===== config.mk =====
export PLATFORM = sky130hd
export DESIGN_NAME = cofi_blend_ctrl_flat
export DESIGN_NICKNAME = d
export VERILOG_FILES = /design/src/rtl/cofi_blend_ctrl_if.sv /design/src/rtl/cofi_blend_ctrl.sv /design/src/flat_wrapper.sv
export SDC_FILE = /design/constraint.sdc
export NUM_CORES = 1
export LEC_CHECK = 0
export ABC_AREA = 1
export BUFFER_PORTS_ARGS = -buffer_cell sky130_fd_sc_hd__buf_2
export CORE_MARGIN = 2
export CORE_UTILIZATION = 56
export DETAILED_ROUTE_END_ITERATION = 8
export GPL_TIMING_DRIVEN = 1
export PLACE_DENSITY = 0.85
export SLEW_MARGIN = 25
export SYNTH_ARGS = -nofsm -noshare
export SYNTH_HDL_FRONTEND = slang
export SYNTH_SLANG_ARGS = --single-unit
export TNS_END_PERCENT = 1

===== constraint.sdc =====
create_clock -name clk -period 5.92 [get_ports clk]
set_input_delay 0.296 -clock clk [delete_from_list [all_inputs] [get_ports clk]]
set_output_delay 0.296 -clock clk [all_outputs]
set_load 0.05 [all_outputs]

===== src/rtl/cofi_blend_ctrl_if.sv =====
// Video + host-config bundle between the video source/host and the CoFi
// blend controller. The master side drives the raw video and config and
// observes the delayed, blend-annotated stream; the controller is the slave.
`timescale 1ns/1ps
interface cofi_blend_ctrl_if #(
  parameter int XW  = 11,
  parameter int FCW = 16
);
  // video in
  logic          ce_pixel;
  logic          hblank, vblank, hsync, vsync;
  logic [7:0]    red, green, blue;
  // host config (cfg_wr is a single-clk strobe, not ce-gated)
  logic          cfg_wr;
  logic          cfg_pattern, cfg_diff, cfg_hud, cfg_debug;
  logic          cfg_force_all, cfg_win_en;
  logic [XW-1:0] cfg_x0, cfg_x1, cfg_y0, cfg_y1;
  // video out, one ce behind the input
  logic          hblank_o, vblank_o, hsync_o, vsync_o;
  logic [7:0]    red_o, green_o, blue_o;
  // blender controls
  logic          force_blend;
  logic          pattern_blend, diff_blend, hud_filter, debug_view;
  // status / debug
  logic           cfg_pending;
  logic [FCW-1:0] frame_cnt;
  logic [XW-1:0]  pos_x, pos_y;

  modport master (
    output ce_pixel, hblank, vblank, hsync, vsync, red, green, blue,
    output cfg_wr, cfg_pattern, cfg_diff, cfg_hud, cfg_debug,
    output cfg_force_all, cfg_win_en, cfg_x0, cfg_x1, cfg_y0, cfg_y1,
    input  hblank_o, vblank_o, hsync_o, vsync_o, red_o, green_o, blue_o,
    input  force_blend, pattern_blend, diff_blend, hud_filter, debug_view,
    input  cfg_pending, frame_cnt, pos_x, pos_y
  );

  modport slave (
    input  ce_pixel, hblank, vblank, hsync, vsync, red, green, blue,
    input  cfg_wr, cfg_pattern, cfg_diff, cfg_hud, cfg_debug,
    input  cfg_force_all, cfg_win_en, cfg_x0, cfg_x1, cfg_y0, cfg_y1,
    output hblank_o, vblank_o, hsync_o, vsync_o, red_o, green_o, blue_o,
    output force_blend, pattern_blend, diff_blend, hud_filter, debug_view,
    output cfg_pending, frame_cnt, pos_x, pos_y
  );
endinterface


===== src/rtl/cofi_blend_ctrl.sv =====
// CoFi smart-blender sequencer. Tracks raster position from the blank
// signals, double-buffers host config (pending -> active) with an atomic
// commit at each vblank rising edge, and emits a per-pixel force_blend for
// a rectangular window. Video is delayed by one ce so the controls and the
// pixel they belong to leave this block together.
`timescale 1ns/1ps
module cofi_blend_ctrl #(
  parameter int XW  = 11,
  parameter int FCW = 16
) (
  input logic              clk,
  input logic              reset,
  cofi_blend_ctrl_if.slave bus
);

  typedef enum logic [1:0] {
    WAIT_VB = 2'd0,
    VBLANK  = 2'd1,
    ACTIVE  = 2'd2,
    HBL     = 2'd3
  } state_t;

  typedef struct packed {
    logic          pattern;
    logic          diff;
    logic          hud;
    logic          debug;
    logic          force_all;
    logic          win_en;
    logic [XW-1:0] x0;
    logic [XW-1:0] x1;
    logic [XW-1:0] y0;
    logic [XW-1:0] y1;
  } cfg_t;

  localparam logic [XW-1:0] XY_MAX = '1;

  state_t         state_q, state_d;
  cfg_t           cfg_in, pend_q, act_q;
  logic           pend_vld_q;
  logic [FCW-1:0] frame_cnt_q;

  // delayed video; the blank copies double as edge-detect history
  logic           vblank_dly_q, hblank_dly_q, hsync_q, vsync_q;
  logic [7:0]     red_q, green_q, blue_q;
  logic           force_q, force_d;

  logic [XW-1:0]  x_q, x_d, y_q, y_d;
  logic           vb_rise, vb_fall, hb_rise;
  logic           pix_act, in_win, commit;

  assign cfg_in = {bus.cfg_pattern, bus.cfg_diff, bus.cfg_hud, bus.cfg_debug,
                   bus.cfg_force_all, bus.cfg_win_en,
                   bus.cfg_x0, bus.cfg_x1, bus.cfg_y0, bus.cfg_y1};

  assign vb_rise = bus.vblank & ~vblank_dly_q;
  assign vb_fall = ~bus.vblank & vblank_dly_q;
  assign hb_rise = bus.hblank & ~hblank_dly_q;

  // Commit only on a real ce; a write on the same clk lands after the copy.
  assign commit  = bus.ce_pixel & vb_rise & pend_vld_q;

  // Next raster state from this ce's blanks (vb_rise wins over hblank)
  always_comb begin
    state_d = state_q;
    unique case (state_q)
      WAIT_VB: if (vb_rise)     state_d = VBLANK;
      VBLANK:  if (vb_fall)     state_d = bus.hblank ? HBL : ACTIVE;
      ACTIVE:  if (vb_rise)     state_d = VBLANK;
               else if (bus.hblank) state_d = HBL;
      HBL:     if (vb_rise)     state_d = VBLANK;
               else if (!bus.hblank) state_d = ACTIVE;
      default:                  state_d = WAIT_VB;
    endcase
  end

  // The state entered on this ce is the one the current pixel belongs to,
  // so the first pixel of a line (hblank just dropped) already counts.
  assign pix_act = (state_d == ACTIVE);

  // Window test uses the pre-increment position; x0>x1 or y0>y1 never hits.
  assign in_win = (x_q >= act_q.x0) && (x_q <= act_q.x1) &&
                  (y_q >= act_q.y0) && (y_q <= act_q.y1);

  assign force_d = pix_act & (act_q.force_all | (act_q.win_en & in_win));

  // Position counters: clear on frame/line start, saturate at all-ones
  always_comb begin
    x_d = x_q;
    y_d = y_q;
    if (vb_rise) begin
      x_d = '0;
      y_d = '0;
    end else if (hb_rise) begin
      x_d = '0;
      if ((x_q != '0) && (y_q != XY_MAX)) y_d = y_q + XW'(1);
    end else if (pix_act && (x_q != XY_MAX)) begin
      x_d = x_q + XW'(1);
    end
  end

  // Raster state and position advance once per pixel
  always_ff @(posedge clk or posedge reset) begin
    if (reset) begin
      state_q <= WAIT_VB;
      x_q     <= '0;
      y_q     <= '0;
    end else if (bus.ce_pixel) begin
      state_q <= state_d;
      x_q     <= x_d;
      y_q     <= y_d;
    end
  end

  // One-ce video delay, with force_blend registered alongside the pixel
  always_ff @(posedge clk or posedge reset) begin
    if (reset) begin
      vblank_dly_q <= 1'b0;
      hblank_dly_q <= 1'b0;
      hsync_q      <= 1'b0;
      vsync_q      <= 1'b0;
      red_q        <= '0;
      green_q      <= '0;
      blue_q       <= '0;
      force_q      <= 1'b0;
    end else if (bus.ce_pixel) begin
      vblank_dly_q <= bus.vblank;
      hblank_dly_q <= bus.hblank;
      hsync_q      <= bus.hsync;
      vsync_q      <= bus.vsync;
      red_q        <= bus.red;
      green_q      <= bus.green;
      blue_q       <= bus.blue;
      force_q      <= force_d;
    end
  end

  // Host side: capture writes every clk, hand pending to active at commit
  always_ff @(posedge clk or posedge reset) begin
    if (reset) begin
      pend_q     <= '0;
      pend_vld_q <= 1'b0;
    end else if (bus.cfg_wr) begin
      pend_q     <= cfg_in;
      pend_vld_q <= 1'b1;
    end else if (commit) begin
      pend_vld_q <= 1'b0;
    end
  end

  // Active set and commit counter change only at frame start
  always_ff @(posedge clk or posedge reset) begin
    if (reset) begin
      act_q       <= '0;
      frame_cnt_q <= '0;
    end else if (commit) begin
      act_q       <= pend_q;
      frame_cnt_q <= frame_cnt_q + FCW'(1);
    end
  end

  assign bus.hblank_o      = hblank_dly_q;
  assign bus.vblank_o      = vblank_dly_q;
  assign bus.hsync_o       = hsync_q;
  assign bus.vsync_o       = vsync_q;
  assign bus.red_o         = red_q;
  assign bus.green_o       = green_q;
  assign bus.blue_o        = blue_q;
  assign bus.force_blend   = force_q;

  // Until the first frame edge the blender runs with every mode off.
  assign bus.pattern_blend = act_q.pattern & (state_q != WAIT_VB);
  assign bus.diff_blend    = act_q.diff    & (state_q != WAIT_VB);
  assign bus.hud_filter    = act_q.hud     & (state_q != WAIT_VB);
  assign bus.debug_view    = act_q.debug   & (state_q != WAIT_VB);

  assign bus.cfg_pending   = pend_vld_q;
  assign bus.frame_cnt     = frame_cnt_q;
  assign bus.pos_x         = x_q;
  assign bus.pos_y         = y_q;

endmodule


===== src/flat_wrapper.sv =====
// flat-port wrapper written by rule: the top's interface ports become plain ports
module cofi_blend_ctrl_flat 
#(
  parameter int XW  = 11,
  parameter int FCW = 16
)
  (clk, reset, bus_ce_pixel, bus_hblank, bus_vblank, bus_hsync, bus_vsync, bus_red, bus_green, bus_blue, bus_cfg_wr, bus_cfg_pattern, bus_cfg_diff, bus_cfg_hud, bus_cfg_debug, bus_cfg_force_all, bus_cfg_win_en, bus_cfg_x0, bus_cfg_x1, bus_cfg_y0, bus_cfg_y1, bus_hblank_o, bus_vblank_o, bus_hsync_o, bus_vsync_o, bus_red_o, bus_green_o, bus_blue_o, bus_force_blend, bus_pattern_blend, bus_diff_blend, bus_hud_filter, bus_debug_view, bus_cfg_pending, bus_frame_cnt, bus_pos_x, bus_pos_y);
  cofi_blend_ctrl_if #(.XW(XW), .FCW(FCW)) bus_i ();
  input logic clk;
  input logic reset;
  input wire logic [$bits(bus_i.ce_pixel)-1:0] bus_ce_pixel;
  input wire logic [$bits(bus_i.hblank)-1:0] bus_hblank;
  input wire logic [$bits(bus_i.vblank)-1:0] bus_vblank;
  input wire logic [$bits(bus_i.hsync)-1:0] bus_hsync;
  input wire logic [$bits(bus_i.vsync)-1:0] bus_vsync;
  input wire logic [$bits(bus_i.red)-1:0] bus_red;
  input wire logic [$bits(bus_i.green)-1:0] bus_green;
  input wire logic [$bits(bus_i.blue)-1:0] bus_blue;
  input wire logic [$bits(bus_i.cfg_wr)-1:0] bus_cfg_wr;
  input wire logic [$bits(bus_i.cfg_pattern)-1:0] bus_cfg_pattern;
  input wire logic [$bits(bus_i.cfg_diff)-1:0] bus_cfg_diff;
  input wire logic [$bits(bus_i.cfg_hud)-1:0] bus_cfg_hud;
  input wire logic [$bits(bus_i.cfg_debug)-1:0] bus_cfg_debug;
  input wire logic [$bits(bus_i.cfg_force_all)-1:0] bus_cfg_force_all;
  input wire logic [$bits(bus_i.cfg_win_en)-1:0] bus_cfg_win_en;
  input wire logic [$bits(bus_i.cfg_x0)-1:0] bus_cfg_x0;
  input wire logic [$bits(bus_i.cfg_x1)-1:0] bus_cfg_x1;
  input wire logic [$bits(bus_i.cfg_y0)-1:0] bus_cfg_y0;
  input wire logic [$bits(bus_i.cfg_y1)-1:0] bus_cfg_y1;
  output wire logic [$bits(bus_i.hblank_o)-1:0] bus_hblank_o;
  output wire logic [$bits(bus_i.vblank_o)-1:0] bus_vblank_o;
  output wire logic [$bits(bus_i.hsync_o)-1:0] bus_hsync_o;
  output wire logic [$bits(bus_i.vsync_o)-1:0] bus_vsync_o;
  output wire logic [$bits(bus_i.red_o)-1:0] bus_red_o;
  output wire logic [$bits(bus_i.green_o)-1:0] bus_green_o;
  output wire logic [$bits(bus_i.blue_o)-1:0] bus_blue_o;
  output wire logic [$bits(bus_i.force_blend)-1:0] bus_force_blend;
  output wire logic [$bits(bus_i.pattern_blend)-1:0] bus_pattern_blend;
  output wire logic [$bits(bus_i.diff_blend)-1:0] bus_diff_blend;
  output wire logic [$bits(bus_i.hud_filter)-1:0] bus_hud_filter;
  output wire logic [$bits(bus_i.debug_view)-1:0] bus_debug_view;
  output wire logic [$bits(bus_i.cfg_pending)-1:0] bus_cfg_pending;
  output wire logic [$bits(bus_i.frame_cnt)-1:0] bus_frame_cnt;
  output wire logic [$bits(bus_i.pos_x)-1:0] bus_pos_x;
  output wire logic [$bits(bus_i.pos_y)-1:0] bus_pos_y;
  assign bus_i.ce_pixel = bus_ce_pixel;
  assign bus_i.hblank = bus_hblank;
  assign bus_i.vblank = bus_vblank;
  assign bus_i.hsync = bus_hsync;
  assign bus_i.vsync = bus_vsync;
  assign bus_i.red = bus_red;
  assign bus_i.green = bus_green;
  assign bus_i.blue = bus_blue;
  assign bus_i.cfg_wr = bus_cfg_wr;
  assign bus_i.cfg_pattern = bus_cfg_pattern;
  assign bus_i.cfg_diff = bus_cfg_diff;
  assign bus_i.cfg_hud = bus_cfg_hud;
  assign bus_i.cfg_debug = bus_cfg_debug;
  assign bus_i.cfg_force_all = bus_cfg_force_all;
  assign bus_i.cfg_win_en = bus_cfg_win_en;
  assign bus_i.cfg_x0 = bus_cfg_x0;
  assign bus_i.cfg_x1 = bus_cfg_x1;
  assign bus_i.cfg_y0 = bus_cfg_y0;
  assign bus_i.cfg_y1 = bus_cfg_y1;
  assign bus_hblank_o = bus_i.hblank_o;
  assign bus_vblank_o = bus_i.vblank_o;
  assign bus_hsync_o = bus_i.hsync_o;
  assign bus_vsync_o = bus_i.vsync_o;
  assign bus_red_o = bus_i.red_o;
  assign bus_green_o = bus_i.green_o;
  assign bus_blue_o = bus_i.blue_o;
  assign bus_force_blend = bus_i.force_blend;
  assign bus_pattern_blend = bus_i.pattern_blend;
  assign bus_diff_blend = bus_i.diff_blend;
  assign bus_hud_filter = bus_i.hud_filter;
  assign bus_debug_view = bus_i.debug_view;
  assign bus_cfg_pending = bus_i.cfg_pending;
  assign bus_frame_cnt = bus_i.frame_cnt;
  assign bus_pos_x = bus_i.pos_x;
  assign bus_pos_y = bus_i.pos_y;
  cofi_blend_ctrl #(.XW(XW), .FCW(FCW)) u_core (.clk(clk), .reset(reset), .bus(bus_i));
endmodule

==> Yosys cells after proc, flatten, opt, wreduce, memory -nomap -nowiden <==
Index checks and enable logic that the tools add are counted.
{ "word_totals": {"ff_bits": 170, "in_bits": 82, "out_inout_bits": 72, "word_cells": 91} }
{ "classes": {"addsub": 3, "magnitude_cmp": 4, "eq_ne": 6, "n_mux": 16, "n_bitwise": 15, "reduce_logical": 14} }
{ "ops": {"columns": ["cell", "count"], "rows": [
  ["two-way mux 11 bit", 6],
  ["adder 11 x 1 -> 11 bit, second input constant", 2],
  ["greater-or-equal comparator 11 bit", 2],
  ["less-or-equal comparator 11 bit", 2],
  ["inequality test 11 bit, second input constant", 2],
  ["adder 16 x 1 -> 16 bit, second input constant", 1],
  ["two-way mux 2 bit", 6],
  ["AND 1 bit", 11],
  ["nonzero test 11 bit", 1],
  ["case mux 2 bit (4 select lines)", 1],
  ["nonzero test 2 bit", 4],
  ["equality test 2 bit, second input constant", 3],
  ["logical AND 1 bit", 5],
  ["two-way mux 1 bit", 3],
  ["NOT 1 bit", 3],
  ["AND reduction 3 bit", 1],
  ["nonzero test 3 bit", 1],
  ["equality test 2 x 1 -> 1 bit, second input constant", 1],
  ["zero test 2 bit", 1],
  ["AND reduction 2 bit", 1],
  ["bitwise OR 1 bit", 1]
]} }

==> Logic depth before layout (Yosys ltp) <==
{ "logic_depth": {"ltp_word": 9, "mapped_depth": 15, "mapped_depth_nobuf": 15} }

==> Least setup slack after synthesis <==
OpenSTA, ideal clock, no wires.
{ "synth_path": {"kind": "register to register", "from": "register u_core.x_q[1], in the netlist u_core.bus.pos_x[1]", "to": "register u_core.x_q[8], in the netlist u_core.bus.pos_x[8]", "setup_ns": 0.127, "arrival_ns": 1.941, "required_ns": 5.793, "slack_ns": 3.852, "stages_incl_launch_ff": 10, "path_buffers": 1, "synth_period_minus_slack_ns": 2.068, "cell_sequence": "dfrtp_1 > ha_1 > nand3_1 > nor3_2 > nand4_1 > nand2_1 > nand2_2 > buf_6 > nand3_1 > o21ai_0"} }
{ "synth_between": {"elab_chain_cells": 4, "elab_cells_between_ends": 8, "cone_classes": "1 x add/sub; 1 x eq/ne; 3 x mux; 3 x reduce/logical"} }
{ "synth_rtl": {"columns": ["element", "line", "source"], "rows": [
  ["start, declared", "cofi_blend_ctrl.sv:48", "logic [XW-1:0] x_q, x_d, y_q, y_d;"],
  ["start signal, assigned", "cofi_blend_ctrl.sv:106", "x_q <= '0;"],
  ["start signal, assigned", "cofi_blend_ctrl.sv:110", "x_q <= x_d;"],
  ["adder 11 x 1 -> 11 bit / inequality test 11 bit (equally long branches)", "cofi_blend_ctrl.sv:98, cofi_blend_ctrl.sv:97", null],
  ["two-way mux 11 bit / logical AND 1 bit (equally long branches)", "cofi_blend_ctrl.sv:97", "end else if (pix_act && (x_q != XY_MAX)) begin"],
  ["two-way mux 11 bit / nonzero test 3 bit (equally long branches)", null, null],
  ["two-way mux 11 bit / AND reduction 2 bit (equally long branches)", null, null]
]} }
Parallel ways exist; a longest one is shown, timed or not. The select of a mux whose other input is x is not followed.
A chain may end at the register's enable or synchronous reset.

==> Final worst setup path <==
Same ends and word-level chain as after synthesis.

==> flow_summary_export.csv <==
group,metric,value,unit
status,outcome,"finished, final reports clean",
setup_path,cp.arrival,2400,ps
synth,yosysWarnings,0,
die,die_h,125,um
route,wire_per_inst,13.7,um
synth,synth_edf_count,0,
sta,worst_slew_pin_slew,927,ps
pwr,power.leakage,5.37,nW
synth,synth_top_family_by_area,"simple AND/OR/NAND/NOR gates",
global_routing,overflow,0,
setup_path,r2r-end,"u_core.bus.pos_x[8]",
die,chipWidth,125,um
synth,synth_area_leaders,"dfrtp_1 (52%), nand2_1 (14%), ha_1 (7.3%)",
synth,synth_area,0.00825,sq mm
sta,rsz0062_at_grt,"no",
sta,slew_violations,0,
global_routing,grt_pass1_vias,6824,
clocking,numCtsBuffers,17,
pwr,ir_drop,0.304,mV
clocking,insertion_delay,420,ps
route,wirelength,18100,um
synth,synthXorXnorAreaFrac,2.97,%
finish,drive_gt1_share,17.8,%
route,first_iter_violations,440,
setup_path,r2r_cells,8,
sta,period_share,35.4,%
finish,multi_input_area,0.00328,sq mm
die,std_cell_rows,44,
setup_path,cp_data_required_time,6220,ps
finish,diodes,0,
route,drtPass1Iterations,5,
setup_path,worstPathCellList,"ha_1 -> nand3_1 -> nor3_2 -> nand4_1 -> nand2_1 -> nand2_2 -> nand3_1 -> o21ai_0",
setup_path,cpMostUsedCell,"nand3_1",
flow_run,maxCapViolations,0,
synth,ys_seq_elements,170,
sta,min_period,2100,ps
setup_path,worstSetupPathType,"reg2reg",
clocking,holdBufCountCts,0,
finish,post-route-util,67.7,%
synth,async_reset_ff_share,100,%
sta,max-slew-margin-rel,38.2,%
clocking,clock-root-buffer,"clkbuf_16",
route,route.vias.total,6767,
synth,syn-instance-count,982,
sta,fmax,477,MHz
synth,yosys.area_share.simple,20.1,%
setup_path,slowest_delay,470,ps
global_routing,grt_max_degree,105,
global_routing,grt_usage,24.5,%
die,io_pins,154,
setup_path,crit_path_end_kind,"flip-flop",
synth,synth_top_flop_cell,"dfrtp_1",
global_routing,grt_pass1_wl,31400,um
die,start_util,57.0,%
finish,seq_area,0.00425,sq mm
sta,hold_violations,0,
clocking,cts_resized,0,
synth,ys_types,38,
synth,syn_nets,1112,
synth,ys_seq_area_share,51.6,%
synth,synth_compound_area_share,9.42,%
route,drtAntennaViolNets,0,
placed_design,gp_congestion,0.936,
global_routing,antenna_found_initial,0,
clocking,htreeDepth,4,
setup_path,timing.rr.start,"u_core.bus.pos_x[1]",
clocking,clk_pin_slew,60,ps
synth,synthAdderAreaFrac,7.28,%
setup_path,r2r_slack,3820,ps
placed_design,hpwl,12700,um
sta,setup_viol,0,
sta,clock-skew-final,8.46,ps
synth,yosysTopAreaCell,"dfrtp_1",
clocking,cts_tree,"built",
clocking,clock_sinks,170,
synth,synth.top_cell.area_share,51.6,%
route,drc,0,
synth,synthMuxAreaShare,0,%
die,dieArea,0.0157,sq mm
die,design.core.area,0.0145,sq mm
route,viasPerCell,5.11,
finish,fillers,1154,
setup_path,slowest_stage,"dfrtp_1",
pwr,power_density,378,mW/mm^2
synth,avgSynthCellArea,8.40,sq um
worst_hold_path,min_path_type,"in2async",
finish,finish.net_count,1257,
setup_path,crit_fanout,12,
clocking,post_cts_buffers,0,
sta,finalSetupTns,0,ps
placed_design,portBuffers,153,
finish,areaGrowthSynthToFinish,18.8,%
setup_path,critical_path.startpoint_type,"flip-flop",
clocking,clockBufferDepth,2,
## cells in the mapped netlist (2+ instances only)
master,instances
nand2_2,4
buf_1,4
o21a_1,3
nand2_1,301
nand3_1,29
inv_1,154
nor2_4,3
clkbuf_1,23
nand4_1,8
nor2_1,40
o22ai_1,2
xnor2_1,5
xor2_1,23
dfrtp_1,170
ha_1,48
nand3b_1,2
a21o_1,3
nor3_1,9
nor2_2,2
nor3_2,2
o21ai_0,113
a21oi_1,18
## state kept, by name, indices dropped and copies added (netlist names)
| name | cells |
|---|---|
| u_core.act_q | 50 |
| u_core.pend_q | 50 |
| u_core.bus.frame_cnt | 16 |
| u_core.bus.pos_x | 11 |
| u_core.bus.pos_y | 11 |
| u_core.bus.blue_o | 8 |
| u_core.bus.green_o | 8 |
| u_core.bus.red_o | 8 |
| u_core.state_q | 2 |
| u_core.bus.cfg_pending | 1 |
| u_core.bus.force_blend | 1 |
| u_core.bus.hblank_o | 1 |
| u_core.bus.hsync_o | 1 |
| u_core.bus.vblank_o | 1 |
| u_core.bus.vsync_o | 1 |
## cell families (layout without fill, tap and decap cells)
group / count (synthesis) / count (layout)
xor gates and xnor gates: 28 / 28
buffers and inverters: 186 / 344
adders and majority gates: 48 / 48
DFF: 170 / 170
AOI/OAI and AO/OA: 146 / 146
and+or+nand+nor: 404 / 404
## critical path: cells and delay by family (launching register included)
family | cells | cell delay (ps)
fa+ha+maj | 1 | 250
compound gates | 1 | 80
simple gates | 6 | 1190
flops | 1 | 470
## cell usage in the layout, fill, tap and decap left out, types with 4 or more instances in the layout
cell	synthesis	final
clkbuf_16	0	17
clkbuf_8	0	4
nand3_1	29	29
buf_2	1	153
nor3_1	9	9
xor2_1	23	23
inv_1	154	153
dfrtp_1	170	170
xnor2_1	5	5
nand4_1	8	8
ha_1	48	48
nor2_1	40	40
a21oi_1	18	18
o21ai_0	113	113
nand2_1	301	301
bufinv_16	0	4
nand2_2	4	4
## through the flow
| stage | area [sq um] | cells | worst slack, ps | hold WS, ps | total power [mW] |
|---|---|---|---|---|---|
| 2_1_floorplan | 8250 | 982 | 1020 | 409 | 2.23 |
| 4_1_cts | 9800 | 1324 | 3880 | 59.5 | 3.72 |
| 3_5_place_dp | 9150 | 1292 | 3740 | 454 | 2.51 |
| 5_1_grt | 9800 | 1324 | 3590 | 75.4 | 3.91 |
| 6_report | 9800 | 1324 | 3820 | 53.9 | 3.70 |
| 3_3_place_gp | 9150 | 1292 | 3860 | 448 | 2.46 |
## metal layers
layer	routed length [um]	track usage (%)
met5	0	0
met4	419	8.76
met3	1080	6.68
met2	8890	41.0
met1	7700	30.8
## area by class of cell
cell class,instances,share of cell area (%)
flip-flops and latches,170,43.4
clock buffers,23,4.98
repair buffers,156,8.05
clock inverters,9,1.65
multi-input cells,626,33.5
well taps,184,2.35
inverters,156,6.05
## power by group
group,leakage (nW),switching [mW],internal (mW)
Sequential,2.12,0.152,1.34
Combinational,2.94,0.709,0.305
Clock,0.310,0.442,0.754
## worst max-delay path by stage
stage	depth (start not counted)	endpoint	slack, ps	from
floorplan	1	u_core.act_q[0]	1020	reset
global placement	11	u_core.bus.frame_cnt[15]	3860	bus_ce_pixel
detailed placement	11	u_core.bus.frame_cnt[13]	3740	bus_ce_pixel
CTS	8	u_core.bus.pos_x[8]	3880	u_core.bus.pos_x[1]
global route	8	u_core.bus.pos_x[8]	3590	u_core.bus.pos_x[1]
finish	8	u_core.bus.pos_x[8]	3820	u_core.bus.pos_x[1]
Note: power is estimated with default switching activity, not from simulation.
